<file path="src/rtl/fact_unit_pkg.sv">
// Shared definitions for the factorial engine: FSM state encoding and default widths.
package fact_unit_pkg;

  localparam int unsigned SIZE_DEF  = 8;
  localparam int unsigned PSIZE_DEF = 32;

  typedef enum logic [1:0] {
    IDLE = 2'd0,
    LOAD = 2'd1,
    MULT = 2'd2,
    DONE = 2'd3
  } state_t;

endpackage

</file>
<file path="src/rtl/fact_unit_if.sv">
// Request/result bundle of the factorial engine: start/ready handshake, operand, result flags.
interface fact_unit_if
  import fact_unit_pkg::*;
#(
  parameter int unsigned SIZE  = SIZE_DEF,
  parameter int unsigned PSIZE = PSIZE_DEF
);

  logic             start_;
  logic [SIZE-1:0]  n_;
  logic             ready_;
  logic             done_;
  logic [PSIZE-1:0] result_;
  logic             ovf_;

  modport master (
    output start_, n_,
    input  ready_, done_, result_, ovf_
  );

  modport slave (
    input  start_, n_,
    output ready_, done_, result_, ovf_
  );

endinterface

</file>
<file path="src/rtl/fact_unit_cnt.sv">
// Loadable up-counter feeding the factorial multiplier; load has priority over enable.
module cnt #(
  parameter int unsigned WIDTH = 8
) (
  input  logic             clk_,
  input  logic             rst_n_,
  input  logic             load_cnt_,
  input  logic             en_,
  input  logic [WIDTH-1:0] d_,
  output logic [WIDTH-1:0] q
);

  always_ff @(posedge clk_) begin
    if (!rst_n_) begin
      q <= '0;
    end else if (load_cnt_) begin
      q <= d_;
    end else if (en_) begin
      q <= q + WIDTH'(1);
    end
  end

endmodule

</file>
<file path="src/rtl/fact_unit.sv">
// Iterative factorial engine: multiplies a product register by an up-counter until it passes n.
module fact_unit
  import fact_unit_pkg::*;
#(
  parameter int unsigned SIZE  = SIZE_DEF,
  parameter int unsigned PSIZE = PSIZE_DEF
) (
  input  logic      clk_,
  input  logic      rst_n_,
  fact_unit_if.slave bus
);

  localparam int unsigned FW = PSIZE + SIZE + 1;

  state_t           state;
  logic [SIZE-1:0]  n_reg;
  logic [SIZE:0]    q;
  logic [PSIZE-1:0] prod;
  logic             ovf;
  logic             ready_r;
  logic             done_r;
  logic             load_cnt;
  logic             en;
  logic             finished;
  logic [FW-1:0]    full;

  always_comb begin
    finished = (q > {1'b0, n_reg});
    load_cnt = (state == LOAD);
    en       = (state == MULT) && !finished;
    full     = {{(SIZE + 1){1'b0}}, prod} * {{PSIZE{1'b0}}, q};
  end

  // One bit wider than the operand so q can reach n+1 when n is all ones.
  cnt #(
    .WIDTH(SIZE + 1)
  ) u_cnt (
    .clk_     (clk_),
    .rst_n_   (rst_n_),
    .load_cnt_(load_cnt),
    .en_      (en),
    .d_       ((SIZE + 1)'(1)),
    .q        (q)
  );

  // ready/done are registered alongside the state so they reflect it exactly.
  always_ff @(posedge clk_) begin
    if (!rst_n_) begin
      state   <= IDLE;
      n_reg   <= '0;
      prod    <= '0;
      ovf     <= 1'b0;
      ready_r <= 1'b1;
      done_r  <= 1'b0;
    end else begin
      case (state)
        IDLE: begin
          if (bus.start_) begin
            n_reg   <= bus.n_;
            ready_r <= 1'b0;
            state   <= LOAD;
          end
        end
        LOAD: begin
          prod  <= PSIZE'(1);
          ovf   <= 1'b0;
          state <= MULT;
        end
        MULT: begin
          if (finished) begin
            done_r <= 1'b1;
            state  <= DONE;
          end else begin
            prod <= full[PSIZE-1:0];
            ovf  <= ovf | (|full[FW-1:PSIZE]);
          end
        end
        DONE: begin
          done_r  <= 1'b0;
          ready_r <= 1'b1;
          state   <= IDLE;
        end
        default: begin
          done_r  <= 1'b0;
          ready_r <= 1'b1;
          state   <= IDLE;
        end
      endcase
    end
  end

  assign bus.ready_  = ready_r;
  assign bus.done_   = done_r;
  assign bus.result_ = prod;
  assign bus.ovf_    = ovf;

endmodule

</file>
<file path="src/flat_wrapper.sv">
// flat-port wrapper written by rule: the top's interface ports become plain ports
module fact_unit_flat import fact_unit_pkg::*;
#(
  parameter int unsigned SIZE  = SIZE_DEF,
  parameter int unsigned PSIZE = PSIZE_DEF
)
  (clk_, rst_n_, bus_start_, bus_n_, bus_ready_, bus_done_, bus_result_, bus_ovf_);
  fact_unit_if #(.SIZE(SIZE), .PSIZE(PSIZE)) bus_i ();
  input  logic clk_;
  input  logic rst_n_;
  input wire logic [$bits(bus_i.start_)-1:0] bus_start_;
  input wire logic [$bits(bus_i.n_)-1:0] bus_n_;
  output wire logic [$bits(bus_i.ready_)-1:0] bus_ready_;
  output wire logic [$bits(bus_i.done_)-1:0] bus_done_;
  output wire logic [$bits(bus_i.result_)-1:0] bus_result_;
  output wire logic [$bits(bus_i.ovf_)-1:0] bus_ovf_;
  assign bus_i.start_ = bus_start_;
  assign bus_i.n_ = bus_n_;
  assign bus_ready_ = bus_i.ready_;
  assign bus_done_ = bus_i.done_;
  assign bus_result_ = bus_i.result_;
  assign bus_ovf_ = bus_i.ovf_;
  fact_unit #(.SIZE(SIZE), .PSIZE(PSIZE)) u_core (.clk_(clk_), .rst_n_(rst_n_), .bus(bus_i));
endmodule
</file>
<file path="config.mk">
export PLATFORM = sky130hd
export DESIGN_NAME = fact_unit_flat
export DESIGN_NICKNAME = d
export VERILOG_FILES = /design/src/rtl/fact_unit_pkg.sv /design/src/rtl/fact_unit_if.sv /design/src/rtl/fact_unit_cnt.sv /design/src/rtl/fact_unit.sv /design/src/flat_wrapper.sv
export SDC_FILE = /design/constraint.sdc
export NUM_CORES = 1
export LEC_CHECK = 0
export CELL_PAD_IN_SITES_DETAIL_PLACEMENT = 2
export CELL_PAD_IN_SITES_GLOBAL_PLACEMENT = 2
export CORE_UTILIZATION = 40
export DETAILED_ROUTE_END_ITERATION = 16
export PLACE_DENSITY = 0.86
export SLEW_MARGIN = 20
export SYNTH_ARGS = -nofsm -noshare
export SYNTH_HDL_FRONTEND = slang
export SYNTH_SLANG_ARGS = --single-unit
</file>
<file path="constraint.sdc">
create_clock -name clk_ -period 7.7 [get_ports clk_]
set_input_delay 0.77 -clock clk_ [delete_from_list [all_inputs] [get_ports clk_]]
set_output_delay 0.77 -clock clk_ [all_outputs]
set_load 0.05 [all_outputs]
</file>
==> results of run 1 <==
==> kinds of logic (layout without fill, tap and decap cells) <==
| logic type | Yosys count | count (layout) | synth area share (%) |
|---|---|---|---|
| AOI/OAI and AO/OA | 180 | 180 | 10.2 |
| xor gates and xnor gates | 36 | 36 | 2.71 |
| adders and majority gates | 286 | 286 | 44.3 |
| buffers and inverters | 343 | 327 | 11.4 |
| DFF | 54 | 54 | 9.28 |
| muxes | 1 | 1 | 0.0860 |
| and+or+nand+nor | 499 | 499 | 22.0 |
==> layout by cell type, fill, tap and decap left out, types with 8 or more instances in the layout <==
master,instances
sky130_fd_sc_hd__o21ai_0,37
sky130_fd_sc_hd__a21o_1,9
sky130_fd_sc_hd__clkdlybuf4s50_1,45
sky130_fd_sc_hd__dfxtp_1,52
sky130_fd_sc_hd__fa_1,211
sky130_fd_sc_hd__and2_1,194
sky130_fd_sc_hd__a21boi_0,24
sky130_fd_sc_hd__a21oi_1,47
sky130_fd_sc_hd__buf_4,16
sky130_fd_sc_hd__xnor2_1,21
sky130_fd_sc_hd__nand2_1,182
sky130_fd_sc_hd__nand4_1,10
sky130_fd_sc_hd__inv_1,258
sky130_fd_sc_hd__nor2_1,24
sky130_fd_sc_hd__a31oi_1,9
sky130_fd_sc_hd__nand3_1,50
sky130_fd_sc_hd__xor2_1,15
sky130_fd_sc_hd__and3_1,8
sky130_fd_sc_hd__ha_1,75
==> layout make-up <==
type                            count  area [sq um]
Clock buffer                        6           139
Clock inverter                      2          12.5
Fill cell                        3271         16200
Inverter                          258           968
Multi-Input combinational cell   1002          9250
Sequential cell                    54          1080
Tap cell                          384           480
Timing Repair Buffer               61           571
==> power groups by stage <==
stage               clock (uW)  combinational, uW  sequential, uW
CTS                        259                309             336
global placement             0                290             339
finish                     254                306             335
floorplan                    0                192             337
detailed placement           0                305             343
global route               266                335             339
==> final timing paths <==
kind / endpoint / slack [ns] / depth (start not counted)
setup / recovery: u_core.bus.ovf_ / 1.21 / 19
setup reg to reg: u_core.bus.ovf_ / 1.21 / 19
hold reg to reg: u_core.n_reg[2] / 0.47 / 2
hold / removal: u_core.n_reg[2] / 0.47 / 2
==> worst register-to-register path: stages (launching register included) <==
cell and delay (ns):
sky130_fd_sc_hd__dfxtp_1 1.03, sky130_fd_sc_hd__buf_4 0.41, sky130_fd_sc_hd__nand2_1 0.15, sky130_fd_sc_hd__fa_1 0.59, sky130_fd_sc_hd__inv_1 0.07, sky130_fd_sc_hd__fa_1 0.50, sky130_fd_sc_hd__fa_1 0.57, sky130_fd_sc_hd__inv_1 0.05
sky130_fd_sc_hd__fa_1 0.49, sky130_fd_sc_hd__inv_1 0.07, sky130_fd_sc_hd__ha_1 0.37, sky130_fd_sc_hd__nand2_1 0.17, sky130_fd_sc_hd__o21ai_1 0.14, sky130_fd_sc_hd__a221oi_1 0.30, sky130_fd_sc_hd__o221ai_1 0.17, sky130_fd_sc_hd__a41o_1 0.29
sky130_fd_sc_hd__or3_1 0.36, sky130_fd_sc_hd__a211o_1 0.28, sky130_fd_sc_hd__nor4_2 0.24, sky130_fd_sc_hd__a31oi_1 0.11
==> per-layer routing <==
metal | GRT usage [%] | vias to the layer above | routed length (um)
met4 | 8.33 | 0 | 1150
met2 | 49.4 | 173 | 19900
met3 | 2.99 | 74 | 1260
met1 | 33.0 | 5053 | 16100
li1 | - | 4259 | -
met5 | 0 | - | 0
==> per-stage QoR <==
stage,hold slack [ns],area [sq um],total power [uW]
detailed placement,0.463,12300,648
finish,0.471,12500,895
global placement,0.455,12300,629
floorplan,0.443,11600,529
CTS,0.475,12500,903
global route,0.509,12500,940
==> results_dict.tcl, run 1 <==
set metrics [dict create \
    crit_path_top_delay_cell "sky130_fd_sc_hd__dfxtp_1" \
    port-buffer-count 45 \
    ys_async_sr_fraction_pct 0 \
    globalRoute.totalOverflow 0 \
    cp_num_buf_inv 4 \
    class_of_the_tightest_hold_or_removal_check "register to register" \
    post_cts_resized 0 \
    max_slew.worst_pin.slew_ns 1.07 \
    path_max_fanout 22 \
    cts_num_sinks 54 \
    die-height_um 173 \
    worst_ir_drop_vdd_v 0.000126 \
    internal_dissipation_uw 511 \
    detailedPlace.worstSlack_ns 1.23 \
    post_synth_main_area_contributors "sky130_fd_sc_hd__fa_1 36%, sky130_fd_sc_hd__and2_1 10%, sky130_fd_sc_hd__dfxtp_1 9.3%" \
    die_w_um 173 \
    finish.cell_count_without_fillers 1767 \
    synthesis.nets 1696 \
    area_delta_synth_final_pct 7.35 \
    netlist_top_cells_count "258 x sky130_fd_sc_hd__inv_1, 211 x sky130_fd_sc_hd__fa_1, 194 x sky130_fd_sc_hd__and2_1, 182 x sky130_fd_sc_hd__nand2_1, 75 x sky130_fd_sc_hd__ha_1" \
    worst_setup_path_start_kind "register" \
    final.period_utilization_pct 84.3 \
    critical-path-max-stage-delay_ns 1.03 \
    finalWorstSetupSlack_ns 1.21 \
    largest_register_ff_count 32 \
    ys.warnings.count 0 \
    finalHoldViolCount 0 \
    synthCells 1399 \
    synthDominantCellAreaShare_pct 36.3 \
    critPathRequiredTime_ns 7.90 \
    num-nets-final 1679 \
    drive_gt1_share_pct 2.82 \
    maxCapViolCount 0 \
    grt_max_degree 54 \
    number_of_buffers_created_by_cts 5 \
    power.share.switching_pct 42.9 \
    cp_cell_sequence "buf_4, nand2_1, fa_1, inv_1, fa_1, fa_1, inv_1, fa_1, inv_1, ha_1, nand2_1, o21ai_1, a221oi_1, o221ai_1, a41o_1, or3_1, a211o_1, nor4_2, a31oi_1" \
    synth_edf_count 0 \
    final-setup-viol-count 0 \
    synth.cell_area_sq_um 11600 \
    syn_area_per_cell_sq_um 8.32 \
    tritoncts "built" \
    outcome "completed" \
    detailedRoute.firstPassIterationCount 7 \
    most_used_standard_cell_by_instance_count_after_synthesis "sky130_fd_sc_hd__inv_1" \
    via_per_inst 5.41 \
    num_antenna_cells 0 \
    critical_path_arrival_ns 6.69 \
    clock_tree.root_cell "sky130_fd_sc_hd__clkbuf_16" \
    max_freq_mhz 154 \
    synth_top_cell_by_area "sky130_fd_sc_hd__fa_1" \
    power.density_cell_area_nw_per_um2 71.6 \
    core_area_sq_um 28700 \
    cts.path.max_buffers 2 \
    crit_start "u_core.u_cnt.q[0]" \
    rr_startpoint "u_core.u_cnt.q[0]" \
    overall_die_area_sq_um 29800 \
    antenna_found_initial 0 \
    design.portCount 46 \
    holdBufCountCts 0 \
    hold_start "u_core.n_reg[2]" \
    crit_type "register to register" \
    cp-end-kind "register" \
    crit_path_most_repeated_cell "sky130_fd_sc_hd__fa_1" \
    total_number_of_vias 9559 \
    ant_nets_after_route 0 \
    power.switching_uw 384 \
    clock_power_share_pct 28.4 \
    post_synth_num_cell_types 63 \
    grtUsageTotal_pct 27.0 \
    final_max_slew_viol_count 0 \
    worst_setup_hold_path_clk_slew_ns 0.08 \
    flop_and_latch_count_out_of_synthesis 54 \
    power_frac_seq_pct 37.5 \
    first_global_vias 11648 \
    critical_path.top_delay_family "adder cells" \
    seq_area_frac_synth_pct 9.28 \
    final_core_util_pct 43.6 \
    cts.repair_timing.setup_buffer_count 0 \
    wl_um 38400 \
    placedCellCount 1759 \
    rsz0062_at_grt "no" \
    fin_crit_ns 6.49 \
    drt_drc_violations_left 0 \
    globalplace.congestion 0.854 \
    global_route_wire_length_before_repair_um 63300 \
    average_detailed_routed_wire_length_per_instance_um 21.7 \
    drtIter0Drc 348 \
    std_cell_rows 62 \
    max-slew-margin-rel_pct 28.7 \
    h-tree-depth 2 \
    clock-skew-final_ns 0.0127 \
    dpl.hpwl_um 30300 \
    initial_utilization_pct 40.6 \
    power.leakage_uw 0.00603 \
    dominantRegCellSynth "sky130_fd_sc_hd__dfxtp_1" \
    clock_insertion_delay_worst_skew_ns 0.32 \
    share_comb_of_total_power_pct 34.2 \
    setup_tns_ns 0 \
]
(Power assumes the default switching activity.)
==> run 2: changes to the inputs <==
--- a/config.mk
+++ b/config.mk
@@ -7,9 +7,9 @@
 export LEC_CHECK = 0
 export CELL_PAD_IN_SITES_DETAIL_PLACEMENT = 2
 export CELL_PAD_IN_SITES_GLOBAL_PLACEMENT = 2
-export CORE_UTILIZATION = 40
+export CORE_UTILIZATION = 36
 export DETAILED_ROUTE_END_ITERATION = 16
-export PLACE_DENSITY = 0.86
+export PLACE_DENSITY = 0.82
 export SLEW_MARGIN = 20
 export SYNTH_ARGS = -nofsm -noshare
 export SYNTH_HDL_FRONTEND = slang
==> constraint.sdc (replaced) <==
create_clock -name clk_ -period 5.7 [get_ports clk_]
set_input_delay 0.57 -clock clk_ [delete_from_list [all_inputs] [get_ports clk_]]
set_output_delay 0.57 -clock clk_ [all_outputs]
set_load 0.05 [all_outputs]
==> run 2 against run 1 <==
Worst hold slack improved by 0.0059 ns. Maximum frequency increased by 17%. Sequential cell count unchanged. Critical path depth stayed put. Sequential share of layout area shrank 0.14 points. Register-to-register slack worse by 1.1 ns. Clock-buffer cell count did not move. Via count grew 2.4%. First-iteration DRC count is 52% higher. Sequential power is 32% higher. Critical endpoint unchanged. Highest routed layer unchanged.
==> results_dict.tcl, run 2 (synthesis gave the netlist of run 1 again) <==
set metrics [dict create \
    num-nets-final 1712 \
    critical_path_arrival_ns 5.73 \
    dpl.hpwl_um 31600 \
    largest_register_ff_count 32 \
    critical-path-max-stage-delay_ns 0.56 \
    total_number_of_vias 9788 \
    outcome "completed" \
    class_of_the_tightest_hold_or_removal_check "register to register" \
    worst_r2r_setup_slack_ns 0.15 \
    design.portCount 46 \
    path_max_fanout 10 \
    area_delta_synth_final_pct 11.3 \
    max-slew-margin-rel_pct 47.1 \
    detailroute.wirelength.met3_um 1660 \
    worst_ir_drop_vdd_v 0.000242 \
    cts.path.max_buffers 2 \
    via_per_inst 5.38 \
    detailedRoute.firstPassIterationCount 5 \
    worst_setup_hold_path_clk_slew_ns 0.09 \
    final-setup-viol-count 0 \
    worst_setup_path_start_kind "register" \
    std_cell_rows 65 \
    final_max_slew_viol_count 0 \
    timing.reg2reg.worst_path_depth 19 \
    ant_nets_after_route 0 \
    die_w_um 182 \
    maxUsedRoutingLayer "met4" \
    finalHoldViolCount 0 \
    crit-reg2reg-capture "u_core.bus.ovf_" \
    max_slew.worst_pin.slew_ns 0.794 \
    number_of_buffers_created_by_cts 5 \
    crit_path_most_repeated_cell "sky130_fd_sc_hd__fa_1" \
    crit_path_top_delay_cell "sky130_fd_sc_hd__fa_1" \
    initial_utilization_pct 36.7 \
    cp-end-kind "register" \
    drtIter0Drc 530 \
    fin_crit_ns 5.55 \
    met2_routed_wl_um 21500 \
    tritoncts "built" \
    overall_die_area_sq_um 33100 \
    max_freq_mhz 180 \
    crit_type "register to register" \
    final.period_utilization_pct 97.3 \
    rr_startpoint "u_core.u_cnt.q[0]" \
    first_global_vias 11868 \
    hold_depth 2 \
    die-height_um 182 \
    power.leakage_uw 0.00625 \
    globalplace.congestion 0.844 \
    clock_insertion_delay_worst_skew_ns 0.32 \
    hold_start "u_core.n_reg[5]" \
    cts_num_sinks 54 \
    maxCapViolCount 0 \
    global_route_wire_length_before_repair_um 65600 \
    power.density_cell_area_nw_per_um2 100 \
    num_antenna_cells 0 \
    globalRoute.totalOverflow 0 \
    h-tree-depth 2 \
    grtUsageTotal_pct 25.7 \
    drive_gt1_share_pct 6.64 \
    clock-skew-final_ns 0.0118 \
    critPathRequiredTime_ns 5.88 \
    setup_tns_ns 0 \
    average_detailed_routed_wire_length_per_instance_um 23.1 \
    drt_drc_violations_left 0 \
    total_power_uw 1300 \
    port-buffer-count 45 \
    clock_tree.root_cell "sky130_fd_sc_hd__clkbuf_16" \
    cp_cell_sequence "buf_12, nand2_1, fa_1, inv_1, fa_1, inv_1, fa_1, fa_1, inv_1, ha_1, o211ai_1, o211ai_2, a31oi_4, a31oi_4, a41o_1, or3_1, a211o_1, nor4_2, a31oi_1" \
    wl_um 41900 \
    final_common_cell "sky130_fd_sc_hd__inv_1" \
    core_area_sq_um 31700 \
    antenna_found_initial 1 \
    commonest_cells_after_routing_fill_and_taps_aside "258 x sky130_fd_sc_hd__inv_1, 211 x sky130_fd_sc_hd__fa_1, 194 x sky130_fd_sc_hd__and2_1, 182 x sky130_fd_sc_hd__nand2_1, 74 x sky130_fd_sc_hd__ha_1" \
    destination_of_the_worst_hold_path "u_core.n_reg[5]" \
    final_core_util_pct 40.9 \
    wirelength_met1_um 17500 \
    grt_max_degree 54 \
]
run 2: cell count changes in the layout (fill, tap and decap cells not counted), sizes merged:
cell	delta
clkbuf	+2
buf	+32
clkdlybuf4s50	-1
run 2: report_power, final:
| part | switching [uW] | leakage, uW | internal [uW] |
|---|---|---|---|
| registers | 33.9 | 0.000446 | 407 |
| logic | 363 | 0.00573 | 140 |
| clock network | 176 | 0.0000729 | 176 |
| total | 573 | 0.00625 | 723 |
run 2: worst max path at each step:
stage | startpoint | end | slack [ns] | cells past startpoint
final | u_core.u_cnt.q[0] | u_core.bus.ovf_ | 0.15 | 19
after global routing | u_core.u_cnt.q[4] | u_core.bus.ovf_ | -0.07 | 18
after CTS | u_core.bus.result_[3] | u_core.bus.ovf_ | 0.01 | 19
after detailed placement | u_core.bus.result_[9] | u_core.bus.ovf_ | 0.10 | 18
after global placement | u_core.bus.result_[7] | u_core.bus.ovf_ | 0.33 | 18
after floorplan | u_core.bus.result_[25] | u_core.bus.ovf_ | 0.24 | 19
run 2: stage by stage:
step           area (sq um)  cells  setup WS (ns)  hold WS (ns)
6_report              13000   1818          0.153         0.477
5_1_grt               13000   1818        -0.0717         0.517
4_1_cts               12800   1815         0.0131         0.480
3_5_place_dp          12700   1807          0.102         0.468
3_3_place_gp          12700   1807          0.326         0.456
2_1_floorplan         11600   1399          0.243         0.443
run 2: worst max-delay path, delay by kind of cell, from the launching register on:
kind / cells / cell delay [ns]
adders and majority gates: 5 / 2.44
AOI/OAI and AO/OA: 7 / 1.55
and+or+nand+nor: 3 / 0.67
DFF: 1 / 0.41
buffers and inverters: 4 / 0.33
run 2: routing by layer:
| metal | vias up | GRT usage, % |
|---|---|---|
| met5 | - | 0 |
| met4 | 0 | 7.03 |
| met3 | 70 | 2.49 |
| met2 | 228 | 47.3 |
| met1 | 5160 | 31.8 |
| li1 | 4330 | - |
run 2: layout make-up:
| type | instances | area, sq um |
|---|---|---|
| timing repair buffer | 94 | 958 |
| tap | 402 | 503 |
| clock buffer | 6 | 139 |
| clock inverter | 2 | 12.5 |
| sequential | 54 | 1100 |
| inverter | 258 | 968 |
| fill | 3570 | 18800 |
| multi-input combinational | 1002 | 9270 |
run 2: timing repair:
action | 4_1_cts | 5_1_grt
setup buffers | 0 | 1
endpoints found under the setup margin | 0 | 2
hold buffers | 0 | 0
hold endpoints to repair | 0 | 0
gates resized for setup | 0 | 37
==> run 3: changes to the inputs <==
--- a/config.mk
+++ b/config.mk
@@ -5,6 +5,7 @@
 export SDC_FILE = /design/constraint.sdc
 export NUM_CORES = 1
 export LEC_CHECK = 0
+export CAP_MARGIN = 10
 export CELL_PAD_IN_SITES_DETAIL_PLACEMENT = 2
 export CELL_PAD_IN_SITES_GLOBAL_PLACEMENT = 2
 export CORE_UTILIZATION = 36
==> results of run 3 <==
Final layout, timing and power as in run 2 (identical DEF).
